[config.mk]
export PLATFORM = sky130hd
export DESIGN_NAME = program_loader_flat
export DESIGN_NICKNAME = d
export VERILOG_FILES = /design/src/rtl/program_loader_if.sv /design/src/rtl/program_loader.sv /design/src/flat_wrapper.sv
export SDC_FILE = /design/constraint.sdc
export NUM_CORES = 1
export LEC_CHECK = 0
export CORE_ASPECT_RATIO = 1.4
export CORE_MARGIN = 2
export CORE_UTILIZATION = 39
export DETAILED_ROUTE_END_ITERATION = 16
export GPL_TIMING_DRIVEN = 0
export HOLD_SLACK_MARGIN = 0.02
export SETUP_SLACK_MARGIN = 0.3
export SYNTH_ARGS = -nofsm -noshare
export SYNTH_HDL_FRONTEND = slang
export SYNTH_SLANG_ARGS = --single-unit
export TNS_END_PERCENT = 5
[constraint.sdc]
create_clock -name CLK -period 2.2 [get_ports CLK]
set_input_delay 0.33 -clock CLK [delete_from_list [all_inputs] [get_ports CLK]]
set_output_delay 0.33 -clock CLK [all_outputs]
set_load 0.02 [all_outputs]
[src/rtl/program_loader_if.sv]
// Handshake and instruction-memory write bus between the byte-stream source and the loader.
interface program_loader_if #(
  parameter int ADDR_WIDTH = 8
);
  logic                  Start;
  logic                  InValid;
  logic [7:0]            InData;
  logic                  InReady;
  logic                  IMemWriteEnable;
  logic [ADDR_WIDTH-1:0] IMemWriteAddress;
  logic [15:0]           IMemWriteData;
  logic                  CpuReset;
  logic                  Busy;
  logic                  Done;
  logic                  Error;

  modport master (
    output Start, InValid, InData,
    input  InReady, IMemWriteEnable, IMemWriteAddress, IMemWriteData,
    input  CpuReset, Busy, Done, Error
  );

  modport slave (
    input  Start, InValid, InData,
    output InReady, IMemWriteEnable, IMemWriteAddress, IMemWriteData,
    output CpuReset, Busy, Done, Error
  );
endinterface

[src/rtl/program_loader.sv]
// Byte-serial instruction-memory loader: parses a count/words/checksum frame, writes
// 16-bit words from address 0 and holds the CPU in reset until a load checks out.
module program_loader #(
  parameter int ADDR_WIDTH = 8
) (
  input logic             CLK,
  input logic             RESET,
  program_loader_if.slave bus
);
  typedef enum logic [2:0] {IDLE, COUNT, HI, LO, CHECK, DONE, ERROR} state_e;

  state_e                state_q, state_d;
  logic [ADDR_WIDTH:0]   remaining_q, remaining_d;
  logic [ADDR_WIDTH-1:0] ptr_q, ptr_d;
  logic [7:0]            hi_q, hi_d;
  logic [7:0]            xor_q, xor_d;
  logic                  we_q, we_d;
  logic [ADDR_WIDTH-1:0] waddr_q, waddr_d;
  logic [15:0]           wdata_q, wdata_d;
  logic                  in_ready;
  logic                  xfer;

  assign in_ready = (state_q == COUNT) || (state_q == HI) ||
                    (state_q == LO)    || (state_q == CHECK);
  assign xfer     = bus.InValid && in_ready;

  // NOTE: non-blocking assignments here so every register samples pre-edge values.
  always_ff @(posedge CLK) begin
    if (RESET) begin
      state_q     <= IDLE;
      remaining_q <= '0;
      ptr_q       <= '0;
      hi_q        <= '0;
      xor_q       <= '0;
      we_q        <= 1'b0;
      waddr_q     <= '0;
      wdata_q     <= '0;
    end else begin
      state_q     <= state_d;
      remaining_q <= remaining_d;
      ptr_q       <= ptr_d;
      hi_q        <= hi_d;
      xor_q       <= xor_d;
      we_q        <= we_d;
      waddr_q     <= waddr_d;
      wdata_q     <= wdata_d;
    end
  end

  // NOTE: every signal gets a default first so no path through the case infers a latch.
  always_comb begin
    state_d     = state_q;
    remaining_d = remaining_q;
    ptr_d       = ptr_q;
    hi_d        = hi_q;
    xor_d       = xor_q;
    we_d        = 1'b0;
    waddr_d     = waddr_q;
    wdata_d     = wdata_q;

    unique case (state_q)
      IDLE, DONE, ERROR: begin
        if (bus.Start) begin
          state_d = COUNT;
          ptr_d   = '0;
          xor_d   = '0;
        end
      end
      COUNT: begin
        if (xfer) begin
          // A zero count byte stands for a full memory image.
          remaining_d = (bus.InData == 8'd0) ? {1'b1, {ADDR_WIDTH{1'b0}}}
                                             : (ADDR_WIDTH+1)'(bus.InData);
          xor_d       = xor_q ^ bus.InData;
          state_d     = HI;
        end
      end
      HI: begin
        if (xfer) begin
          hi_d    = bus.InData;
          xor_d   = xor_q ^ bus.InData;
          state_d = LO;
        end
      end
      LO: begin
        if (xfer) begin
          we_d        = 1'b1;
          waddr_d     = ptr_q;
          wdata_d     = {hi_q, bus.InData};
          ptr_d       = ptr_q + 1'b1;
          remaining_d = remaining_q - (ADDR_WIDTH+1)'(1);
          xor_d       = xor_q ^ bus.InData;
          state_d     = (remaining_q == (ADDR_WIDTH+1)'(1)) ? CHECK : HI;
        end
      end
      CHECK: begin
        if (xfer) state_d = ((xor_q ^ bus.InData) == 8'd0) ? DONE : ERROR;
      end
      default: state_d = IDLE;
    endcase
  end

  assign bus.InReady          = in_ready;
  assign bus.Busy             = in_ready;
  assign bus.Done             = (state_q == DONE);
  assign bus.Error            = (state_q == ERROR);
  assign bus.CpuReset         = (state_q != DONE);
  assign bus.IMemWriteEnable  = we_q;
  assign bus.IMemWriteAddress = waddr_q;
  assign bus.IMemWriteData    = wdata_q;
endmodule

[src/flat_wrapper.sv]
// flat-port wrapper written by rule: the top's interface ports become plain ports
module program_loader_flat 
#(
  parameter int ADDR_WIDTH = 8
)
  (CLK, RESET, bus_Start, bus_InValid, bus_InData, bus_InReady, bus_IMemWriteEnable, bus_IMemWriteAddress, bus_IMemWriteData, bus_CpuReset, bus_Busy, bus_Done, bus_Error);
  program_loader_if #(.ADDR_WIDTH(ADDR_WIDTH)) bus_i ();
  input logic CLK;
  input logic RESET;
  input wire logic [$bits(bus_i.Start)-1:0] bus_Start;
  input wire logic [$bits(bus_i.InValid)-1:0] bus_InValid;
  input wire logic [$bits(bus_i.InData)-1:0] bus_InData;
  output wire logic [$bits(bus_i.InReady)-1:0] bus_InReady;
  output wire logic [$bits(bus_i.IMemWriteEnable)-1:0] bus_IMemWriteEnable;
  output wire logic [$bits(bus_i.IMemWriteAddress)-1:0] bus_IMemWriteAddress;
  output wire logic [$bits(bus_i.IMemWriteData)-1:0] bus_IMemWriteData;
  output wire logic [$bits(bus_i.CpuReset)-1:0] bus_CpuReset;
  output wire logic [$bits(bus_i.Busy)-1:0] bus_Busy;
  output wire logic [$bits(bus_i.Done)-1:0] bus_Done;
  output wire logic [$bits(bus_i.Error)-1:0] bus_Error;
  assign bus_i.Start = bus_Start;
  assign bus_i.InValid = bus_InValid;
  assign bus_i.InData = bus_InData;
  assign bus_InReady = bus_i.InReady;
  assign bus_IMemWriteEnable = bus_i.IMemWriteEnable;
  assign bus_IMemWriteAddress = bus_i.IMemWriteAddress;
  assign bus_IMemWriteData = bus_i.IMemWriteData;
  assign bus_CpuReset = bus_i.CpuReset;
  assign bus_Busy = bus_i.Busy;
  assign bus_Done = bus_i.Done;
  assign bus_Error = bus_i.Error;
  program_loader #(.ADDR_WIDTH(ADDR_WIDTH)) u_core (.CLK(CLK), .RESET(RESET), .bus(bus_i));
endmodule
==> metrics.txt <==
Boundary Pins 42; Cell Area, Placed 0.003447 sq mm; Clock Pin Slew Worst Setup and Hold Paths 0.07 ns; Syn Area/Cell 8.245 sq um; Syn Nets 371; reg-to-reg slack, setup 0.40 ns; first-pass GRT wire length 12930 microns; LEAKAGE 1.293 nW; total grt overflow 0; area of the mapped netlist 0.002935 sq mm; kind of end point of the critical path primary output; width of the chip 77.32 microns; Pwr Total 3.274 mW; most frequent cell after synthesis nand2_1; # rows 37; sequential fraction of the synthesis area 41.60%; Synth area leader dfxtp_1; HP Class in2reg; routability congestion estimate 0.8288; Via density 5.387; RSZ-0062 raised after global routing yes; die area 0.008246 sq mm; pin count of the biggest net entering global routing 11; DR vias 2731; synth warn 0; layout cells sized above 1 10.49%; fin util 49.73%; clk buf depth 2; number of synthesized flops with an enable pin 0; Area contributors post-synth dfxtp_1 42%, a21oi_1 8.2%, nand2_1 7.9%; Setup Fix Bufs, Post-CTS 0; Post-Syn Instances 356; crit start category flip-flop; drt pass-1 iters 4; number of library cell types mapped by synthesis 53; maxcap violations 0; Layout area overhead 23.91%; f_max 0.4845 GHz; Final Max Tran Viols 0; CTS tree done; vias in the first global route 2686; CTS root buffer clkbuf_8; post-synth top area share 41.60%; Antenna Cells 0; Final Hold Viols 0; Detailed Place HPWL 5576 microns; largest fanout on the critical path 10; Max Clock Skew 0.007347 ns; Fillers 781; Setup CP Type reg2out; ys async rst share 0%; Final Instance Area 0.003637 sq mm; H-tree levels 3; slew at the pin closest to its max-slew limit 0.5680 ns; core region area 0.007315 sq mm; #FFs+latches synth 61; GRT Overall Usage 19.60%; Total Wirelength 7804 microns; TritonCTS Buffers 9; Port Buffers 39; status complete, no violations; worst hold slack 0.4151 ns; DRC Markers 0; Die H 106.7 microns; top_reg_cell synth dfxtp_1; worst skew pair latency 0.33 ns; Post-CTS Hold Fix Bufs 0; nets 421; Worst Path Arrival 1.73 ns; Starting Density 40.13%; required time worst endpoint 1.87 ns; Routed WL per cell 15.39 microns; IR drop worst, VDD 0.0004683 V; initial antenna violation count 0; CTS Sinks 61; final setup fails 0; clock period minus worst slack 2.064 ns; Post-synth top cells 62 x nand2_1, 61 x dfxtp_1, 48 x a21oi_1; fin crit share 93.82%; Detail Route Antenna Nets 0; DRT iter0 DRCs 108; Max-Slew Margin vs Limit 61.99%; PD cells 900.1 mW/mm^2
## layout make-up
| class | instances | area [sq um] | share of cell area [%] |
|---|---|---|---|
| buffer | 27 | 137.6 | 3.784 |
| clock buffer | 10 | 137.6 | 3.784 |
| clock inverter | 5 | 27.53 | 0.7568 |
| inverter | 6 | 22.52 | 0.6192 |
| multi-input combinational | 262 | 1582 | 43.48 |
| sequential | 61 | 1221 | 33.57 |
| tap | 97 | 121.4 | 3.337 |
| timing repair buffer | 39 | 387.9 | 10.66 |
## critical path, stage by stage, from the launching register on
cell and delay (ns):
dfxtp_1 0.37, buf_2 0.22, nor2b_4 0.21, nand2_1 0.11, nand2_1 0.09, buf_4 0.10
dlygate4sd2_1 0.31
## path summary, 6_finish.rpt
path,end,startpoint,cells past startpoint
setup reg to reg,u_core.ptr_q[6]$_SDFFE_PP0P_,u_core.state_q[0]$_SDFFE_PP0P_,5
setup / recovery,bus_InReady,u_core.state_q[2]$_SDFFE_PP0P_,6
hold reg to reg,u_core.bus.IMemWriteData[15]$_SDFFE_PP0P_,u_core.hi_q[7]$_SDFFE_PP0P_,2
hold / removal,u_core.bus.IMemWriteData[1]$_SDFFE_PP0P_,bus_InData[1],3
## sequential cells by signal, summed over array words and instances (netlist names)
| register | cells |
|---|---|
| u_core.hi_q | 8 |
| u_core.bus.IMemWriteEnable | 1 |
| u_core.remaining_q | 9 |
| u_core.state_q | 3 |
| u_core.xor_q | 8 |
| u_core.bus.IMemWriteAddress | 8 |
| u_core.bus.IMemWriteData | 16 |
| u_core.ptr_q | 8 |
## layout by cell type, fill, tap and decap left out, drive strengths merged, types with 2 or more instances in the layout
cell type / n
a21o: 4
a21oi: 48
a31o: 7
a31oi: 2
and2: 2
and3: 8
and3b: 2
and4: 2
buf: 13
clkbuf: 24
clkdlybuf4s50: 34
clkinv: 4
dfxtp: 61
dlygate4sd2: 4
ha: 3
inv: 6
mux2: 4
mux2i: 11
nand2: 64
nand3: 13
nand3b: 2
nand4: 3
nor2: 15
nor3: 11
nor3b: 2
nor4: 6
nor4b: 6
o211ai: 3
o21a: 2
o21ai: 12
o22ai: 6
or3: 2
xor2: 9
## power breakdown
part | internal [mW] | total, mW | switching [mW]
registers | 1.21 | 1.32 | 0.109
logic | 0.448 | 1.10 | 0.651
clock network | 0.425 | 0.856 | 0.431
## repair_timing
| action | 4_1_cts | 5_1_grt |
|---|---|---|
| pin swaps | 0 | 0 |
| setup endpoints to repair | 5 | 6 |
| cloned | 0 | 0 |
| resized for setup | 10 | 2 |
## metal layers
| metal | vias up | wire length [microns] | GRT usage, % |
|---|---|---|---|
| li1 | 1373 | - | - |
| met1 | 1293 | 3387 | 22.97 |
| met2 | 56 | 3986 | 34.41 |
| met3 | 9 | 329 | 2.946 |
| met4 | 0 | 100 | 10.08 |
| met5 | - | 0 | 0 |
## logic make-up after synthesis
logic type      share of synthesized area (%)
buf+inv                                 5.030
xor+xnor                                2.686
fa+ha+maj                               1.279
mux                                     5.286
compound gates                          19.18
simple gates                            24.94
flops                                   41.60
## through the flow
stage	instances	setup TNS (ns)	worst slack (ns)
after detailed placement	492	-0.004287	-0.004287
after global routing	507	0	0.01497
after floorplan	356	0	0.5315
after global placement	492	-0.006318	-0.006318
final	507	0	0.1359
after CTS	507	0	0.09906
Note: power is estimated with default switching activity, not from simulation.
